### src/rtl/reg_transfer_unit.sv
// reg_transfer_unit
//   Eight-entry register bank with a small command sequencer. All
//   register-to-register traffic goes out through busSel to an external
//   8:1 mux and returns on busIn.
//
// Ports:
//   clk, rst_n          clock, asynchronous active-low reset
//   cmdValid/cmdReady   command handshake (ready only in IDLE)
//   cmdOp               00 LOAD, 01 MOVE, 10 SWAP, 11 CLEAR
//   cmdSrc, cmdDst      source / destination register index
//   cmdImm              immediate for LOAD
//   busIn               mux output (combinational function of busSel)
//   busSel              mux select
//   outR0..outR7        register contents
//   busy                multi-cycle command in progress
//   done                one-cycle pulse after the final write of a command
module reg_transfer_unit #(
    parameter int unsigned WIDTH = 16
) (
    input  logic             clk,
    input  logic             rst_n,
    input  logic             cmdValid,
    output logic             cmdReady,
    input  logic [1:0]       cmdOp,
    input  logic [2:0]       cmdSrc,
    input  logic [2:0]       cmdDst,
    input  logic [WIDTH-1:0] cmdImm,
    input  logic [WIDTH-1:0] busIn,
    output logic [2:0]       busSel,
    output logic [WIDTH-1:0] outR0,
    output logic [WIDTH-1:0] outR1,
    output logic [WIDTH-1:0] outR2,
    output logic [WIDTH-1:0] outR3,
    output logic [WIDTH-1:0] outR4,
    output logic [WIDTH-1:0] outR5,
    output logic [WIDTH-1:0] outR6,
    output logic [WIDTH-1:0] outR7,
    output logic             busy,
    output logic             done
);

    typedef enum logic [2:0] {
        IDLE   = 3'd0,
        XFER   = 3'd1,
        SWAP_A = 3'd2,
        SWAP_B = 3'd3,
        SWAP_C = 3'd4
    } state_t;

    localparam logic [1:0] OP_LOAD  = 2'b00;
    localparam logic [1:0] OP_MOVE  = 2'b01;
    localparam logic [1:0] OP_SWAP  = 2'b10;
    localparam logic [1:0] OP_CLEAR = 2'b11;

    state_t           state_q, state_d;
    logic [WIDTH-1:0] regs_q [8];
    logic [WIDTH-1:0] tmp_q, tmp_d;
    logic [2:0]       src_q, src_d;
    logic [2:0]       dst_q, dst_d;
    logic             done_q, done_d;

    // Single write port into the bank, shared by every command.
    logic             wr_en;
    logic [2:0]       wr_idx;
    logic [WIDTH-1:0] wr_data;

    logic accept;

    assign cmdReady = (state_q == IDLE);
    assign accept   = cmdValid && cmdReady;
    assign busy     = (state_q != IDLE);
    assign done     = done_q;

    // Op and immediate are consumed on the accept edge itself (LOAD/CLEAR
    // write immediately, MOVE/SWAP are encoded by the state), so only the
    // register indices need to be held across the multi-cycle sequences.
    always_comb begin
        state_d = state_q;
        tmp_d   = tmp_q;
        src_d   = src_q;
        dst_d   = dst_q;
        done_d  = 1'b0;
        busSel  = 3'd0;
        wr_en   = 1'b0;
        wr_idx  = dst_q;
        wr_data = busIn;

        unique case (state_q)
            IDLE: begin
                if (accept) begin
                    src_d = cmdSrc;
                    dst_d = cmdDst;
                    unique case (cmdOp)
                        OP_LOAD: begin
                            wr_en   = 1'b1;
                            wr_idx  = cmdDst;
                            wr_data = cmdImm;
                            done_d  = 1'b1;
                        end
                        OP_CLEAR: begin
                            wr_en   = 1'b1;
                            wr_idx  = cmdDst;
                            wr_data = '0;
                            done_d  = 1'b1;
                        end
                        OP_MOVE: state_d = XFER;
                        OP_SWAP: state_d = SWAP_A;
                    endcase
                end
            end
            XFER: begin
                busSel  = src_q;
                wr_en   = 1'b1;
                wr_idx  = dst_q;
                wr_data = busIn;
                done_d  = 1'b1;
                state_d = IDLE;
            end
            SWAP_A: begin
                busSel  = src_q;
                tmp_d   = busIn;
                state_d = SWAP_B;
            end
            SWAP_B: begin
                busSel  = dst_q;
                wr_en   = 1'b1;
                wr_idx  = src_q;
                wr_data = busIn;
                state_d = SWAP_C;
            end
            SWAP_C: begin
                busSel  = dst_q;
                wr_en   = 1'b1;
                wr_idx  = dst_q;
                wr_data = tmp_q;
                done_d  = 1'b1;
                state_d = IDLE;
            end
            default: state_d = IDLE;
        endcase
    end

    always_ff @(posedge clk or negedge rst_n) begin
        if (!rst_n) begin
            state_q <= IDLE;
            tmp_q   <= '0;
            src_q   <= '0;
            dst_q   <= '0;
            done_q  <= 1'b0;
            for (int unsigned i = 0; i < 8; i++) begin
                regs_q[i] <= '0;
            end
        end else begin
            state_q <= state_d;
            tmp_q   <= tmp_d;
            src_q   <= src_d;
            dst_q   <= dst_d;
            done_q  <= done_d;
            if (wr_en) begin
                regs_q[wr_idx] <= wr_data;
            end
        end
    end

    assign outR0 = regs_q[0];
    assign outR1 = regs_q[1];
    assign outR2 = regs_q[2];
    assign outR3 = regs_q[3];
    assign outR4 = regs_q[4];
    assign outR5 = regs_q[5];
    assign outR6 = regs_q[6];
    assign outR7 = regs_q[7];

endmodule
### config.mk
export PLATFORM = sky130hd
export DESIGN_NAME = reg_transfer_unit
export DESIGN_NICKNAME = d
export VERILOG_FILES = /design/src/rtl/reg_transfer_unit.sv
export SDC_FILE = /design/constraint.sdc
export NUM_CORES = 1
export LEC_CHECK = 0
export BUFFER_PORTS_ARGS = -buffer_cell sky130_fd_sc_hd__buf_2
export CORE_MARGIN = 5
export CORE_UTILIZATION = 48
export DETAILED_ROUTE_END_ITERATION = 8
export GPL_ROUTABILITY_DRIVEN = 0
export GPL_TIMING_DRIVEN = 0
export HOLD_SLACK_MARGIN = 0.12
export PLACE_DENSITY = 0.89
export SYNTH_ARGS = -nofsm -noshare
export SYNTH_HDL_FRONTEND = slang
export SYNTH_SLANG_ARGS = --single-unit
### constraint.sdc
create_clock -name clk -period 2.5 [get_ports clk]
set_clock_uncertainty 0.05 [all_clocks]
set_input_delay 0 -clock clk [delete_from_list [all_inputs] [get_ports clk]]
set_output_delay 0 -clock clk [all_outputs]
set_load 0.02 [all_outputs]
## Word level (Yosys, flattened, before mapping)

Index checks and enable logic that the tools add are counted.

- Shift-type cells: 0
- Mux-type cells: 17
- Add/subtract/negate cells: 0
- Divide/modulo/power cells: 0
- Reduce and logical (&&, ||, !) cells: 12
- Bitwise gates (word level): 1
- Multipliers: 0
- Eq/ne operators: 9
- Order comparisons: 2

Operator list:

| operator | count |
|---|---|
| $bwmux 128 | 1 |
| $pmux 16 s2 | 2 |
| $demux 16 s3 | 1 |
| $mux 16 | 2 |
| $pmux 3 s2 | 3 |
| $mux 3 | 3 |
| $pmux 3 s3 | 1 |
| $reduce_or 2->1 | 4 |
| $eq 3x2->1 const B | 2 |
| $eq 2x2->1 const B | 2 |
| $ge 4x4->1 const B | 1 |
| $lt 4x1->1 const B | 1 |
| $not 3->4 | 1 |
| $pmux 1 s2 | 2 |
| $reduce_and 2->1 | 2 |
| $eq 3x1->1 const B | 1 |
| $eq 3x3->1 const B | 1 |
| $logic_not 3->1 | 1 |
| $ne 3x1->1 const B | 1 |
| $reduce_bool 3->1 | 1 |
| $reduce_or 3->1 | 1 |
| $eq 2x1->1 const B | 1 |
| $logic_and 1x1->1 | 2 |
| $logic_not 2->1 | 1 |
| 2 further kinds | 3 |

- Bits in read-only memories: 0
- Memory bits (writable): 0
- Logic and storage cells: 54
- Output and inout port bits: 134
- Memories: 0
- Latch bits: 0
- Register bits: 154
- Input port bits: 43

## Logic depth before layout (Yosys ltp)

- Depth in word-level cells: 11
- Mapped depth: 9
- Gate-level depth less buffers: 7

## Least setup slack after synthesis

Ideal clock, no wire load.

- Kind: flip-flop to flip-flop
- From: register state_q[2]
- To: register regs_q (netlist bit outR2[3])
- Clock period less this slack: 2.479 ns
- Cell stages (with the launch flop): 10
- Setup time: 0.125 ns
- Data arrival time: 2.304 ns
- Setup slack: 0.021 ns
- Cell sequence: dfrtp_1 or3_1 buf_6 clkinv_4 o221ai_2 and4_1 buf_2 nor4_4 buf_6 mux2_2

- Longest elaborated chain between the ends: 10

RTL lines:

| what | line | RTL |
|---|---|---|
| start: declaration | 55 | `state_t state_q, state_d;` |
| start signal: assignment | 154 | `state_q <= state_d;` |
| $logic_not 3->1 * | 69 | `assign cmdReady = (state_q == IDLE);` |
| named net cmdReady | 23 | `output logic cmdReady,` |
| $logic_and 1x1->1 | 70 | `assign accept = cmdValid && cmdReady;` |
| $mux 3 | 90 | `if (accept) begin` |
| $pmux 3 s2 | 88 | `unique case (state_q)` |
| $not 3->4 (implied by the code) | 160 | `regs_q[wr_idx] <= wr_data;` |
| $ge 4x4->1 (implied by the code) or $lt 4x1->1 (tied branches) | 160 |  |
| $logic_and 1x1->1 (implied by the code) | 160 |  |
| $mux 16 (implied by the code) | 160 |  |
| $demux 16 s3 | 160 |  |
| $bwmux 128 | 160 |  |
| end signal: indexed assignment | 160 |  |
| end: declaration | 56 | `logic [WIDTH-1:0] regs_q [8];` |

Mark *: on every way through the listed nets, which the timed path passes. The rest lies on a longest branch.
A chain may end at the register's enable or synchronous reset.

## Worst setup path after layout

- From: register state_q[1]
- To: register regs_q (netlist bit outR6[2])

- Longest elaborated chain between the ends: 10

RTL lines:

| what | line |
|---|---|
| $logic_not 3->1 | 69, 88 |
| $logic_and 1x1->1 | 70 |
| $mux 3 | 90 |
| $pmux 3 s2 | 88 |
| $not 3->4 (implied by the code) | 160 |
| $ge 4x4->1 (implied by the code) or $lt 4x1->1 (tied branches) | 160 |
| $logic_and 1x1->1 (implied by the code) | 160 |
| $mux 16 (implied by the code) | 160 |
| $demux 16 s3 | 160 |
| $bwmux 128 | 160 |

Parallel ways exist; a longest one is shown, timed or not.

==> flow_summary.yaml <==
synth:
  synth_seq_area_share_pct: 57.2
  yosys_warnings: 0
  syn_nets: 523
  netlist_instances: 477
  syn_area_mm2: 0.00674
  yosys.area.top_type: "dfrtp_1"
  synth_cell_types: 38
  synth.avg_cell_area_um2: 14.1
  synth_seq_cells: 154
  yosysTopAreaCellShare_pct: 57.2
  yosys-top-cells-area: "dfrtp_1 57%, mux2_2 24%, mux2i_1 2.5%, mux2_1 1.8%, and2_1 1.7%"
grt:
  grt_pass1_vias: 5378
  grt_pass1_wl_um: 30800
  grt_max_degree: 95
  grt_use_total_pct: 24.6
  antenna_found_initial: 3
  grt_overflow: 0
drt:
  firstDrtPassIters: 6
  initialDrtViolationCount: 370
  vias_per_cell: 5.59
  wl_per_cell_um: 22.2
  ant_nets: 0
  post-route-drc-count: 0
  dr_total_vias: 5125
  totalWireLength_um: 20400
die:
  dieArea_mm2: 0.0165
  die_h_um: 129
  rows: 43
  dieWidth_um: 129
  core_mm2: 0.0138
  num_io_pins: 177
  initial_utilization_pct: 48.7
finish:
  finalNonFillerCells: 917
  layout.nets: 769
  drive_gt1_share_pct: 59.1
  fin_area_mm2: 0.00930
  syn_to_final_growth_pct: 38.0
  fin_util_pct: 67.3
critical_path:
  r2r_cells: 7
  regToRegSetupSlack_ps: 10
  worst_setup_path_end_kind: "flop"
  r2r-end: "outR6[2]"
  cp.arrival_ps: 2810
  crit_path_max_fanout: 10
  r2r_start: "state_q[1]"
  cp.required_ps: 2820
  startpoint_type: "flop"
  critPathKind: "reg -> reg"
power_and_ir_drop:
  ir_drop_uv: 923
  p_total_w: 0.0160
  leakage_nw: 4.36
  power_density_mw_per_mm2: 1720
min_path:
  min_path_cells: 6
  hold_end: "done"
  min_path_type: "in -> reg"
  min-delay-start: "cmdOp[1]"
sta:
  hold_viol_final: 0
  fmaxAchievable_mhz: 402
  period_share_pct: 99.5
  holdWs_ps: 244
  setup_viol: 0
  relSlewSlack_pct: 62.5
  worst_slew_pin_slew_ps: 562
  fin_crit_ps: 2490
  rsz0062_at_grt: "yes"
  final_max_slew_viol_count: 0
clocking:
  clockBufferDepth: 2
  cts_buffers: 17
  cts-root-buf: "clkbuf_16"
  cts_tree: "built"
  cts.htree.levels: 4
  clkSlewWorstSetupHoldPaths_ps: 70
  clock-sinks: 154
  worstSkewPairLatency_ps: 430
place:
  io_buffers: 176
  place_inst: 834
  place_area_mm2: 0.00788
  hpwl_um: 13400
job:
  maxCapViolations: 0
run_status:
  outcome: "finished clean"
## routing by layer
| metal | vias to the layer above | GRT usage, % | share of wire, % |
|---|---|---|---|
| met1 | 2631 | 30.7 | 38 |
| met4 | 4 | 10.1 | 2.9 |
| li1 | 2230 | - | - |
| met5 | - | 0 | 0.13 |
| met2 | 215 | 40.1 | 52 |
| met3 | 45 | 7.39 | 6.9 |
## flip-flops by register name, indices dropped and copies added, names as in the netlist
signal,flops
outR0,16
outR3,16
outR5,16
tmp_q,16
src_q,3
outR6,16
outR4,16
outR1,16
done,1
outR2,16
outR7,16
dst_q,3
state_q,3
## worst max path at each step
stage | start | to | slack (ps) | cells past startpoint
floorplan | state_q[2] | outR2[3] | 20 | 9
global placement | rst_n | outR1[2] | -620 | 1
detailed placement | state_q[0] | outR7[3] | -570 | 7
CTS | state_q[0] | busSel[1] | 3 | 7
global route | state_q[1] | outR2[2] | -60 | 8
finish | state_q[1] | outR6[2] | 10 | 7
## cell usage in the layout (no fill, tap or decap), types with 4 or more instances in the layout
cell           count
buf_4             18
clkbuf_1           7
mux2_4             5
buf_2            177
inv_6              7
clkbuf_16         17
nand3_1            5
nand4_4            4
clkbuf_2           6
o22ai_4            6
mux2_1            11
o22ai_2           10
inv_1              4
a21oi_1           17
mux2i_1           12
buf_6             16
and2_1            18
mux2i_4            5
dlygate4sd3_1     29
nor4_4             4
dfrtp_1          154
nor2_1            16
mux2_2           137
## synthesized netlist by cell type, drive strengths merged
| cell | instances |
|---|---|
| mux2i | 17 |
| or3 | 2 |
| o21a | 1 |
| or2 | 1 |
| nor2 | 17 |
| a22oi | 3 |
| and4 | 2 |
| inv | 4 |
| a32oi | 1 |
| and2 | 18 |
| a21oi | 18 |
| mux2 | 153 |
| nor2b | 4 |
| ha | 3 |
| dfrtp | 154 |
| clkinv | 1 |
| clkbuf | 11 |
| nor3b | 2 |
| o221ai | 2 |
| a31oi | 1 |
| o22ai | 16 |
| o21ai | 7 |
| or3b | 1 |
| nand4 | 6 |
| or2b | 1 |
| nand3 | 5 |
| buf | 15 |
| o211ai | 1 |
| nand2 | 3 |
| nor4 | 4 |
| nor3 | 3 |
## critical path, cell delays in order (launching register included)
cell and delay [ps]:
dfrtp_1 420, or3b_4 420, or3_1 310, buf_2 210, buf_6 210, mux2i_4 210
o22ai_4 360, mux2_2 250
## layout make-up
| type | count | area [um^2] |
|---|---|---|
| multi-input combinational | 292 | 3030 |
| fill | 959 | 4520 |
| antenna | 1 | 2.50 |
| inverter | 5 | 23.8 |
| sequential | 154 | 3850 |
| clock inverter | 13 | 155 |
| tap | 180 | 225 |
| buffer | 24 | 168 |
| timing repair buffer | 229 | 1400 |
| clock buffer | 19 | 443 |
## where the power goes
part / internal, W / leakage, nW / total [W] / switching [W]
logic: 0.00367 / 2.22 / 0.00882 / 0.00515
registers: 0.00380 / 1.85 / 0.00454 / 0.000742
clock network: 0.00152 / 0.284 / 0.00262 / 0.00109
## cell families (layout without fill, tap and decap cells)
family	Yosys count	after routing	synth area share, %
muxes	170	170	28.1
DFF	154	154	57.2
and+or+nand+nor	69	69	6.94
AOI/OAI and AO/OA	50	50	4.68
buffers and inverters	31	290	2.56
adders and majority gates	3	3	0.557
other	0	1	0
## per-stage QoR
| stage | setup slack, ps | setup TNS, ps |
|---|---|---|
| final | 13.1 | 0 |
| after global placement | -615 | -127110 |
| after global routing | -59.4 | -497 |
| after detailed placement | -574 | -45110 |
| after CTS | 2.92 | 0 |
| after floorplan | 21.1 | 0 |
## what timing repair did
action | in CTS | in global routing
buffers inserted | 15 | 6
hold endpoints to repair | 179 | 0
hold buffers | 29 | 0
gates cloned | 2 | 1
pin swaps | 9 | 8
setup endpoints to repair | 141 | 136
resized for setup | 43 | 46
No activity file was read; power rests on OpenSTA's default activity.
